`config.mk`:
```
export PLATFORM = sky130hd
export DESIGN_NAME = sample_scheduler
export DESIGN_NICKNAME = d
export VERILOG_FILES = /design/src/rtl/sample_scheduler.sv
export SDC_FILE = /design/constraint.sdc
export NUM_CORES = 1
export LEC_CHECK = 0
export CAP_MARGIN = 20
export CORE_MARGIN = 3
export CORE_UTILIZATION = 52
export DETAILED_ROUTE_END_ITERATION = 7
export DONT_BUFFER_PORTS = 1
export PLACE_DENSITY = 0.79
export SYNTH_ARGS = -nofsm -noshare
export SYNTH_HDL_FRONTEND = slang
export SYNTH_SLANG_ARGS = --single-unit
```
`constraint.sdc`:
```
create_clock -name sysclk -period 2.3 [get_ports sysclk]
set_input_delay 0.46 -clock sysclk [delete_from_list [all_inputs] [get_ports sysclk]]
set_output_delay 0.46 -clock sysclk [all_outputs]
set_load 0.1 [all_outputs]
```
`src/rtl/sample_scheduler.sv`:
```
// sample_scheduler: sampling tick, ADC start/capture, delayed DAC start, overrun flag and sample counter.
// Define SAMPLE_SCHED_WDOG_EN to build the CONVERT watchdog that drives timeout.
module sample_scheduler #(
    parameter int DATA_W         = 10,
    parameter int TIMEOUT_CYCLES = 2000
) (
    input  logic              sysclk,
    input  logic              reset,
    input  logic              enable,
    input  logic [15:0]       period,
    input  logic [3:0]        proc_latency,
    input  logic              clear_flags,
    output logic              adc_start,
    input  logic              adc_valid,
    input  logic [DATA_W-1:0] adc_data,
    output logic [DATA_W-1:0] sample_out,
    output logic              sample_strobe,
    output logic              dac_start,
    output logic              busy,
    output logic              overrun,
    output logic              timeout,
    output logic [15:0]       sample_count
);
    typedef enum logic [1:0] {IDLE, CONVERT, SETTLE, OUTPUT} state_t;

    state_t      state;
    logic [15:0] tick_cnt;
    logic [3:0]  lat_cnt;
    logic        valid_q;
    logic        tick;
    logic        rise;
    logic        wd_fire;

    if (TIMEOUT_CYCLES < 1) begin : g_bad_timeout
        $error("TIMEOUT_CYCLES must be at least 1");
    end

    // >= compare lets a shortened period take effect without waiting out the old one
    assign tick = enable && (tick_cnt >= period);
    assign rise = adc_valid && !valid_q;

    always_ff @(posedge sysclk)
        if (reset || !enable || tick) tick_cnt <= '0;
        else tick_cnt <= tick_cnt + 16'd1;

`ifdef SAMPLE_SCHED_WDOG_EN
    localparam int WD_W = $clog2(TIMEOUT_CYCLES + 1);
    logic [WD_W-1:0] wd_cnt;
    assign wd_fire = (state == CONVERT) && !rise && (wd_cnt == WD_W'(TIMEOUT_CYCLES - 1));
    always_ff @(posedge sysclk)
        if (reset || state != CONVERT) wd_cnt <= '0;
        else wd_cnt <= wd_cnt + WD_W'(1);
    always_ff @(posedge sysclk)
        if (reset) timeout <= 1'b0;
        else timeout <= wd_fire ? 1'b1 : clear_flags ? 1'b0 : timeout;
`else
    assign wd_fire = 1'b0;
    assign timeout = 1'b0;
`endif

    always_ff @(posedge sysclk)
        if (reset) begin
            state         <= IDLE;
            valid_q       <= 1'b0;
            lat_cnt       <= '0;
            adc_start     <= 1'b0;
            sample_strobe <= 1'b0;
            dac_start     <= 1'b0;
            busy          <= 1'b0;
            overrun       <= 1'b0;
            sample_out    <= '0;
            sample_count  <= '0;
        end else begin
            valid_q       <= adc_valid;
            adc_start     <= 1'b0;
            sample_strobe <= 1'b0;
            dac_start     <= 1'b0;
            overrun       <= (tick && state != IDLE) ? 1'b1 : clear_flags ? 1'b0 : overrun;
            case (state)
                IDLE:
                    if (tick) begin
                        state     <= CONVERT;
                        busy      <= 1'b1;
                        adc_start <= 1'b1;
                    end
                CONVERT:
                    if (rise) begin
                        sample_out    <= adc_data;
                        sample_strobe <= 1'b1;
                        lat_cnt       <= proc_latency;
                        state         <= SETTLE;
                    end else if (wd_fire) begin
                        state <= IDLE;
                        busy  <= 1'b0;
                    end
                SETTLE:
                    // DAC pulse is issued on entry so it lines up with the OUTPUT cycle
                    if (lat_cnt == 4'd0) begin
                        state        <= OUTPUT;
                        dac_start    <= 1'b1;
                        sample_count <= sample_count + 16'd1;
                    end else begin
                        lat_cnt <= lat_cnt - 4'd1;
                    end
                OUTPUT: begin
                    state <= IDLE;
                    busy  <= 1'b0;
                end
            endcase
        end
endmodule
```
# --- Word-level counts from Yosys, hierarchy flattened ---
# Index checks and enable logic that the tools add are counted.
classes:
  n_addsub: 3
  multipliers: 0
  div_mod_pow: 0
  n_lt_le_gt_ge: 1
  n_eq_ne: 7
  n_shift: 0
  mux: 14
  bitwise: 3
  n_reduce_logical: 21
op_table:
  columns: ["operator", "n"]
  rows:
  - ["16-bit by 1-bit adder with 16-bit output, second input constant", 2]
  - ["16-bit greater-or-equal comparator", 1]
  - ["4-bit 2-to-1 mux", 2]
  - ["2-bit != test, second input constant", 4]
  - ["2-bit case mux with 4 select lines", 1]
  - ["4-bit case mux with 2 select lines", 1]
  - ["2-bit nonzero test", 4]
  - ["1-bit 2-to-1 mux", 6]
  - ["2-bit 2-to-1 mux", 3]
  - ["2-bit AND reduction", 3]
  - ["3-bit AND reduction", 2]
  - ["2-bit OR reduction", 3]
  - ["2-bit equality test, second input constant", 2]
  - ["4-bit zero test", 1]
  - ["4-bit by 1-bit subtractor with 4-bit output, second input constant", 1]
  - ["1-bit logical AND", 3]
  - ["1-bit NOT", 3]
  - ["2-bit by 1-bit equality test with 1-bit output, second input constant", 1]
  - ["1-bit zero test", 2]
  - ["2-bit zero test", 1]
  - ["1-bit logical OR", 2]
  - ["1-bit case mux with 2 select lines", 1]
word_totals:
  register_bits: 54
  latchBits: 0
  ram_bits: 0
  rom_bits: 0
  in_bits: 35
  out_inout_bits: 32
  elab_cells: 60
  mem_count: 0

# --- Longest topological paths before layout ---
# Gate-level depths: netlist of run 1.
depth:
  depth_word: 4
  depth_mapped: 10
  depth_no_buf: 8

# --- Least setup slack after synthesis of run 1 ---
# No wires, ideal clock.
synth_path:
  path_type: "input port to flip-flop"
  start: "in period[2]"
  end: "reg tick_cnt[2]"
  setup_time_ns: 0.062
  arrival_ns: 2.305
  required_ns: 2.238
  setup_slack_ns: -0.067
  cell_stages: 10
  n_path_buf: 2
  path_cell_list: "inv_1 -> ha_1 -> a211o_1 -> a31oi_1 -> o221ai_1 -> a211o_1 -> or3_1 -> buf_6 -> buf_12 -> nor2_4"
synth_via:
  elab_chain_len: 3
synth_rtl:
  columns: ["element", "line_no", "text"]
  rows:
  - ["from (decl)", "10", "input logic [15:0] period,"]
  - ["16-bit greater-or-equal comparator", "39", "assign tick = enable && (tick_cnt >= period);"]
  - ["1-bit logical AND", "39", null]
  - ["1-bit logical OR", "43", "if (reset || !enable || tick) tick_cnt <= '0;"]
  - ["to (signal assigned)", "44", "else tick_cnt <= tick_cnt + 16'd1;"]
  - ["to (decl)", "27", "logic [15:0] tick_cnt;"]
# No other way between the ends.
# A chain may end at the register's enable or synchronous reset.

# --- Worst setup path in the final report of run 1 ---
layout_path:
  start: "reg tick_cnt[2]"
  end: "reg tick_cnt[10]"
layout_via:
  elab_chain_len: 3
  elab_cells_between_ends: 4
  cone_classes: "1 x add/sub; 1 x order compare; 2 x reduce/logical"
layout_rtl:
  columns: ["element", "line_no"]
  rows:
  - ["16-bit greater-or-equal comparator", "39"]
  - ["1-bit logical AND", "39"]
  - ["1-bit logical OR", "43"]
# Parallel ways exist; a longest one is shown, timed or not.

==> Implementation_results.wiki, run 1 <==
{| class="wikitable"
! Metric !! Value
|-
| Run status || finished, final reports clean
|-
| CP endpoint kind || flip-flop
|-
| First-pass GRT wire length || 9066 um
|-
| Worst-path maximum fanout || 10
|-
| Number of enable-type register cells in the synthesized netlist || 0
|-
| Final antenna-violating net count || 0
|-
| Count of different cell masters after synthesis || 47
|-
| Worst min-delay path class || input port to flip-flop
|-
| Total clock sinks || 54
|-
| First-pass iteration count of the detailed router || 4
|-
| Total core area || 4942 um2
|-
| Number of nets in the final layout || 403
|-
| Final weighted congestion of routability-driven global placement || 0.7626
|-
| Count of maximum capacitance violations || 0
|-
| Final HPWL DP || 4275 um
|-
| Period utilization || 0.9450
|-
| Dpl cell area || 3070 um2
|-
| Starting Density || 0.5592
|-
| I/O pins || 67
|-
| Clock tree from TritonCTS || done
|-
| Largest net degree at the start of global routing || 41
|-
| Combinational group share of total power || 0.052
|-
| Post-synthesis cell type with the largest combined area || dfxtp_1
|-
| Total wire length || 5474 um
|-
| Ys flop type || dfxtp_1
|-
| Lkg Pwr || 1.397 nW
|-
| Number of warnings printed during yosys synthesis || 0
|-
| Die Ht || 78.91 um
|-
| Critical path start-end classification || flip-flop to flip-flop
|-
| Worst Path Arrival || 2420 ps
|-
| DR vias/cell || 5.269
|-
| Largest cells by area after synthesis || dfxtp_1, ha_1, nor2_1, xor2_1, mux2i_1
|-
| Critical path startpoint category || flip-flop
|-
| Max Clk Rate || 460.1 MHz
|-
| Post-Route Setup TNS || 0 ps
|-
| Clock Latency Late Sink || 310 ps
|-
| Tightest hold margin || 207.9 ps
|-
| Synth top cells by count || dfxtp_1, nor2_1, inv_1
|-
| Number of hold-repair buffers added at the cts stage || 0
|-
| Number of setup violations in the final report || 0
|-
| Part of the total power dissipated in sequential elements || 0.568
|-
| Area Growth Syn to Fin || 15.39%
|-
| Count of antenna diodes in the layout || 0
|-
| Post-synthesis instance total || 310
|-
| Critical path data required time || 2550 ps
|-
| Top-area cell type share of the netlist area || 0.3911
|-
| Die area || 6226 um2
|-
| Hold violation total from the final report || 0
|-
| Total standard cell area after synthesis || 2764 um2
|-
| Most used standard cell by instance count after synthesis || dfxtp_1
|-
| Vias || 2,171
|-
| Quantity of I/O buffers inserted on ports || 0
|-
| Flop and latch count out of synthesis || 54
|-
| Shortest period the worst path allows || 2174 ps
|-
| First DRT Iteration DRCs || 115
|-
| Sum of overflow across all layers after global routing || 0
|-
| VDD IR max || 0.4471 mV
|-
| Horizontal extent of the die || 78.91 um
|-
| Proportion of synthesized chip area in sequential cells || 0.3911
|-
| Number of buffers on the longest clock path || 2
|-
| Worst hold path depth || 1
|-
| Cell area power density || 520.0 nW/um2
|-
| Worst r2r path cells || 8
|-
| Global router's overall resource usage || 0.1816
|-
| Via count of the first global-routing pass || 2,095
|-
| Antenna violations before repair || 0
|-
| Final Slew Violations || 0
|-
| Clock root buffer || clkbuf_8
|-
| WL per Instance || 13.29 um
|-
| Share of post-route cells with drive strength above 1 || 0.1710
|-
| Worst Skew || 9.822 ps
|-
| Number of clock buffers inserted by TritonCTS || 5
|-
| Clk network pwr share || 0.381
|-
| Clock transition at path regs || 100 ps
|-
| Int Power || 1.292 mW
|-
| # rows || 25
|-
| Final cell area excluding filler cells || 3189 um2
|-
| Share of total power consumed by net switching || 0.2210
|-
| Async set-reset flop share out of synthesis || 0
|-
| Net Count, Synth || 369
|-
| RSZ-0062 raised after global routing || no
|-
| Mapped Avg Cell Area || 8.916 um2
|-
| Clock H-tree levels || 2
|-
| Net Sw Power || 0.3666 mW
|-
| Number of DRC violations after detailed routing || 0
|}
-- sequential cells by signal (all words and copies together), names as in the netlist --
signal,count
sample_count,16
sample_out,10
lat_cnt,4
adc_start,1
sample_strobe,1
valid_q,1
overrun,1
dac_start,1
busy,1
tick_cnt,16
state,2
-- worst max-delay path: stages (launching register included) --
cell,delay [ps]
dfxtp_4,390
ha_4,200
a211o_1,250
a31oi_1,170
o221ai_1,150
a211o_1,300
or3_1,330
buf_4,210
nor2_1,120
-- routing by layer --
layer	wire length [um]	global-route usage	vias up
met3	249	0.05215	6
li1	-	-	1108
met2	2825	0.3251	38
met5	0	0	-
met4	46	0.04296	0
met1	2352	0.2142	1019
-- final cells by class --
class / instances / area, um2
fillers: 450 / 1753
repair buffers: 37 / 277.8
inverters: 28 / 105.1
clock buffers: 6 / 72.57
flip-flops and latches: 54 / 1085
well taps: 67 / 83.83
clock inverters: 2 / 37.54
multi-input cells: 218 / 1528
-- worst paths after layout --
kind | startpoint | endpoint | slack, ps
worst max register to register | tick_cnt[2] | tick_cnt[10] | 130
worst max-delay path | tick_cnt[2] | tick_cnt[10] | 130
worst min register to register | busy | busy | 500
worst min-delay path | reset | sample_count[0] | 210
-- kinds of logic after synthesis --
logic type | Yosys count | synth area share
XOR/XNOR | 27 | 0.08556
AND/OR/NAND/NOR | 118 | 0.2214
AO/OA/AOI/OAI | 37 | 0.08963
adder cells (fa/ha/maj) | 24 | 0.1086
buffers and inverters | 38 | 0.06247
other | 1 | 0.001357
flip-flops | 54 | 0.3911
multiplexers | 11 | 0.03984
-- power by group through the flow --
stage	registers (mW)	logic (mW)	clock network, mW
2_1_floorplan	0.981	0.0669	0
3_3_place_gp	0.964	0.0817	0
3_5_place_dp	0.964	0.0864	0
4_1_cts	0.943	0.0869	0.647
5_1_grt	0.943	0.0939	0.692
6_report	0.941	0.0860	0.631
-- metrics by stage --
step,utilization,std cells,setup slack [ps],power [mW]
finish,0.6453,412,126.4,1.658
detailed placement,0.6213,404,-12.87,1.051
floorplan,-,310,4.951,1.048
global placement,0.6213,404,100.6,1.046
global route,0.6453,412,29.39,1.728
CTS,0.6435,412,4.602,1.677
-- repair_timing --
action | 4_1_cts | 5_1_grt
hold endpoints to repair | 0 | 0
setup endpoints to repair | 0 | 19
setup buffers | 0 | 0
resized for setup | 0 | 3
-- placed cells by master (no fill, tap or decap), types with 4 or more instances in the layout --
master,count
a21oi_1,11
buf_4,37
clkbuf_8,5
dfxtp_1,53
ha_1,23
inv_1,27
mux2i_1,11
nand2_1,16
nand2b_1,5
nand3_1,14
nand4_1,8
nor2_1,47
nor2_4,8
nor3_1,4
o21ai_0,5
or3_1,5
xnor2_1,10
xor2_1,17
Power figures use the tool's default switching activity.
==> inputs of run 2 (changes only) <==
MAX_ROUTING_LAYER = met4   (was unset)
==> run 2 against run 1 <==
Effect of this change:
- core utilization did not move
- via count is essentially flat
- total power hardly changed
- sequential power hardly changed
- critical path type unchanged
- sequential share of layout area unchanged
- critical path depth unchanged
- largest cell class unchanged
- clock power about the same
- fmax is essentially flat
==> Implementation_results.wiki, run 2 (synthesis results as in run 1) <==
{| class="wikitable"
! Metric !! Value
|-
| Number of buffers on the longest clock path || 2 (unchanged)
|-
| Cell area power density || 520.3 nW/um2 (was 520.0 nW/um2)
|-
| Clock H-tree levels || 2 (unchanged)
|-
| Met1 layer wirelength in the final routing || 2372 um (was 2352 um)
|-
| Final weighted congestion of routability-driven global placement || 0.7727 (was 0.7626)
|-
| I/O pins || 67 (unchanged)
|-
| Met2 routed WL || 2833 um (was 2825 um)
|-
| Number of clock buffers inserted by TritonCTS || 5 (unchanged)
|-
| VDD IR max || 0.4467 mV (was 0.4471 mV)
|-
| Max Clk Rate || 460.1 MHz (about the same)
|-
| Count of maximum capacitance violations || 0 (unchanged)
|-
| CP endpoint kind || flip-flop (unchanged)
|-
| Dominant cell type by count on the critical path || a211o_1 (unchanged)
|-
| Worst hold path depth || 1 (unchanged)
|-
| Launching point of the worst reg2reg path || tick_cnt[2] (unchanged)
|-
| Combinational group share of total power || 0.052 (about the same)
|-
| Clock transition at path regs || 100 ps (about the same)
|-
| Share of total power consumed by net switching || 0.2214 (was 0.2210)
|-
| Horizontal extent of the die || 78.91 um (unchanged)
|-
| Final Slew Violations || 0 (unchanged)
|-
| Most frequent cells in the layout || dfxtp_1, nor2_1, buf_4, inv_1, ha_1 (unchanged)
|-
| Int Power || 1.292 mW (about the same)
|-
| Count of antenna diodes in the layout || 0 (unchanged)
|-
| RSZ-0062 raised after global routing || no (unchanged)
|-
| Vias || 2,169 (was 2,171)
|-
| DR vias/cell || 5.265 (was 5.269)
|-
| Post-Route Setup TNS || 0 ps (unchanged)
|-
| Most common cell after layout, fill and taps aside || dfxtp_1 (unchanged)
|-
| Global router's overall resource usage || 0.1866 (was 0.1816)
|-
| Total setup buffers inserted after CTS || 0 (unchanged)
|-
| Worst min-delay path class || input port to flip-flop (unchanged)
|-
| Hold violation total from the final report || 0 (unchanged)
|-
| Net Sw Power || 0.3673 mW (was 0.3666 mW)
|-
| Run status || finished, final reports clean (unchanged)
|-
| Worst-path maximum fanout || 10 (unchanged)
|-
| Final total power || 1.659 mW (was 1.658 mW)
|-
| Final antenna-violating net count || 0 (unchanged)
|-
| Final cell area excluding filler cells || 3189 um2 (unchanged)
|-
| # rows || 25 (unchanged)
|-
| Top sig layer || met4 (unchanged)
|-
| WL per Instance || 13.30 um (was 13.29 um)
|-
| First-pass GRT wire length || 9066 um (unchanged)
|-
| Clock Latency Late Sink || 310 ps (about the same)
|-
| Final HPWL DP || 4275 um (unchanged)
|-
| Sum of overflow across all layers after global routing || 0 (unchanged)
|-
| Part of the total power dissipated in sequential elements || 0.567 (was 0.568)
|-
| Period utilization || 0.9449 (was 0.9450)
|-
| Worst Path Arrival || 2420 ps (about the same)
|-
| Number of nets in the final layout || 403 (unchanged)
|-
| Worst Skew || 11.23 ps (was 9.822 ps)
|-
| Number of hold-repair buffers added at the cts stage || 0 (unchanged)
|-
| First DRT Iteration DRCs || 114 (was 115)
|-
| Quantity of I/O buffers inserted on ports || 0 (unchanged)
|-
| CP max-delay cell || dfxtp_4 (unchanged)
|-
| Die area || 6226 um2 (unchanged)
|-
| Critical path data required time || 2550 ps (about the same)
|-
| Total clock sinks || 54 (unchanged)
|-
| Worst setup slack for register-to-register paths || 130 ps (about the same)
|-
| Area Growth Syn to Fin || 15.39% (unchanged)
|-
| Critical path start-end classification || flip-flop to flip-flop (unchanged)
|-
| Shortest period the worst path allows || 2173 ps (was 2174 ps)
|-
| Clock root buffer || clkbuf_8 (unchanged)
|-
| Total wire length || 5481 um (was 5474 um)
|-
| Lkg Pwr || 1.397 nW (unchanged)
|-
| Slowest stage delay, CP || 390 ps (about the same)
|-
| Number of setup violations in the final report || 0 (unchanged)
|-
| Antenna violations before repair || 0 (unchanged)
|-
| Number of DRC violations after detailed routing || 0 (unchanged)
|-
| Die Ht || 78.91 um (unchanged)
|-
| Min-Delay Endpoint || sample_count[5] (was sample_count[0])
|-
| Worst r2r path cells || 8 (unchanged)
|-
| Clk network pwr share || 0.381 (about the same)
|-
| Largest regs || sample_count x16, tick_cnt x16, sample_out x10 (unchanged)
|-
| Starting Density || 0.5592 (unchanged)
|-
| Largest net degree at the start of global routing || 41 (unchanged)
|-
| First-pass iteration count of the detailed router || 5 (was 4)
|-
| Hold Path Origin || reset (unchanged)
|-
| Share of post-route cells with drive strength above 1 || 0.1710 (unchanged)
|-
| Total core area || 4942 um2 (unchanged)
|-
| Detailed route wirelength on metal3 || 226 um (was 249 um)
|-
| Dpl cell area || 3070 um2 (unchanged)
|-
| Via count of the first global-routing pass || 2,100 (was 2,095)
|-
| Critical path startpoint category || flip-flop (unchanged)
|-
| Post-CTS resize count || 0 (unchanged)
|-
| Clock tree from TritonCTS || done (unchanged)
|-
| Fill cell instance count of the final layout || 450 (unchanged)
|-
| Reg-to-Reg End || tick_cnt[10] (unchanged)
|-
| Cells along the critical path || ha_4 > a211o_1 > a31oi_1 > o221ai_1 > a211o_1 > or3_1 > buf_4 > nor2_1 (unchanged)
|}
## run 2: cell counts in the layout (fill, tap and decap cells not counted)
Identical to the previous run, type by type.
## run 2: stage by stage
| stage | utilization | cells | setup slack, ps | hold WS [ps] |
|---|---|---|---|---|
| 2_1_floorplan | - | 310 | 4.951 | 450.5 |
| 3_3_place_gp | 0.6213 | 404 | 100.6 | 476.3 |
| 3_5_place_dp | 0.6213 | 404 | -12.87 | 485.7 |
| 4_1_cts | 0.6435 | 412 | 4.602 | 196.0 |
| 5_1_grt | 0.6453 | 412 | 29.39 | 179.3 |
| 6_report | 0.6453 | 412 | 126.7 | 207.5 |
## run 2: area by class of cell
| type | instances | area [um2] | area share |
|---|---|---|---|
| clock buffers | 6 | 72.57 | 0.02275 |
| inverters | 28 | 105.1 | 0.03295 |
| well taps | 67 | 83.83 | 0.02628 |
| flip-flops and latches | 54 | 1085 | 0.3401 |
| multi-input cells | 218 | 1528 | 0.4790 |
| repair buffers | 37 | 277.8 | 0.08709 |
| clock inverters | 2 | 37.54 | 0.01177 |
## run 2: worst max-delay path, delay by kind of cell, from the launching register on
kind | cells | cell delay (ps)
AOI/OAI and AO/OA | 4 | 870
DFF | 1 | 390
adders and majority gates | 1 | 200
and+or+nand+nor | 2 | 450
buffers and inverters | 1 | 210
## run 2: power by group through the flow
stage	clock, mW	sequential, mW	combinational [mW]
floorplan	0	0.981	0.0669
global route	0.692	0.943	0.0939
finish	0.632	0.941	0.0860
CTS	0.647	0.943	0.0869
detailed placement	0	0.964	0.0864
global placement	0	0.964	0.0817
## run 2: metal layers
| layer | up-vias | GRT usage |
|---|---|---|
| met4 | 0 | 0.04296 |
| met5 | - | - |
| met3 | 5 | 0.04989 |
| li1 | 1108 | - |
| met1 | 1017 | 0.2157 |
| met2 | 39 | 0.3251 |
## run 2: how the worst max path moves through the flow
stage	startpoint	cells after the start	end
after floorplan	period[2]	10	tick_cnt[2]
after global placement	period[2]	9	tick_cnt[8]
after detailed placement	period[2]	9	tick_cnt[10]
after CTS	tick_cnt[2]	8	tick_cnt[10]
after global routing	tick_cnt[1]	8	tick_cnt[10]
final	tick_cnt[2]	8	tick_cnt[10]
==> inputs of run 3 (changes only) <==
CAP_MARGIN = unset   (was 20)
GPL_TIMING_DRIVEN = 1   (was unset)
==> results of run 3 <==
Same layout as run 2: the final DEF is identical, and so are final timing and power.
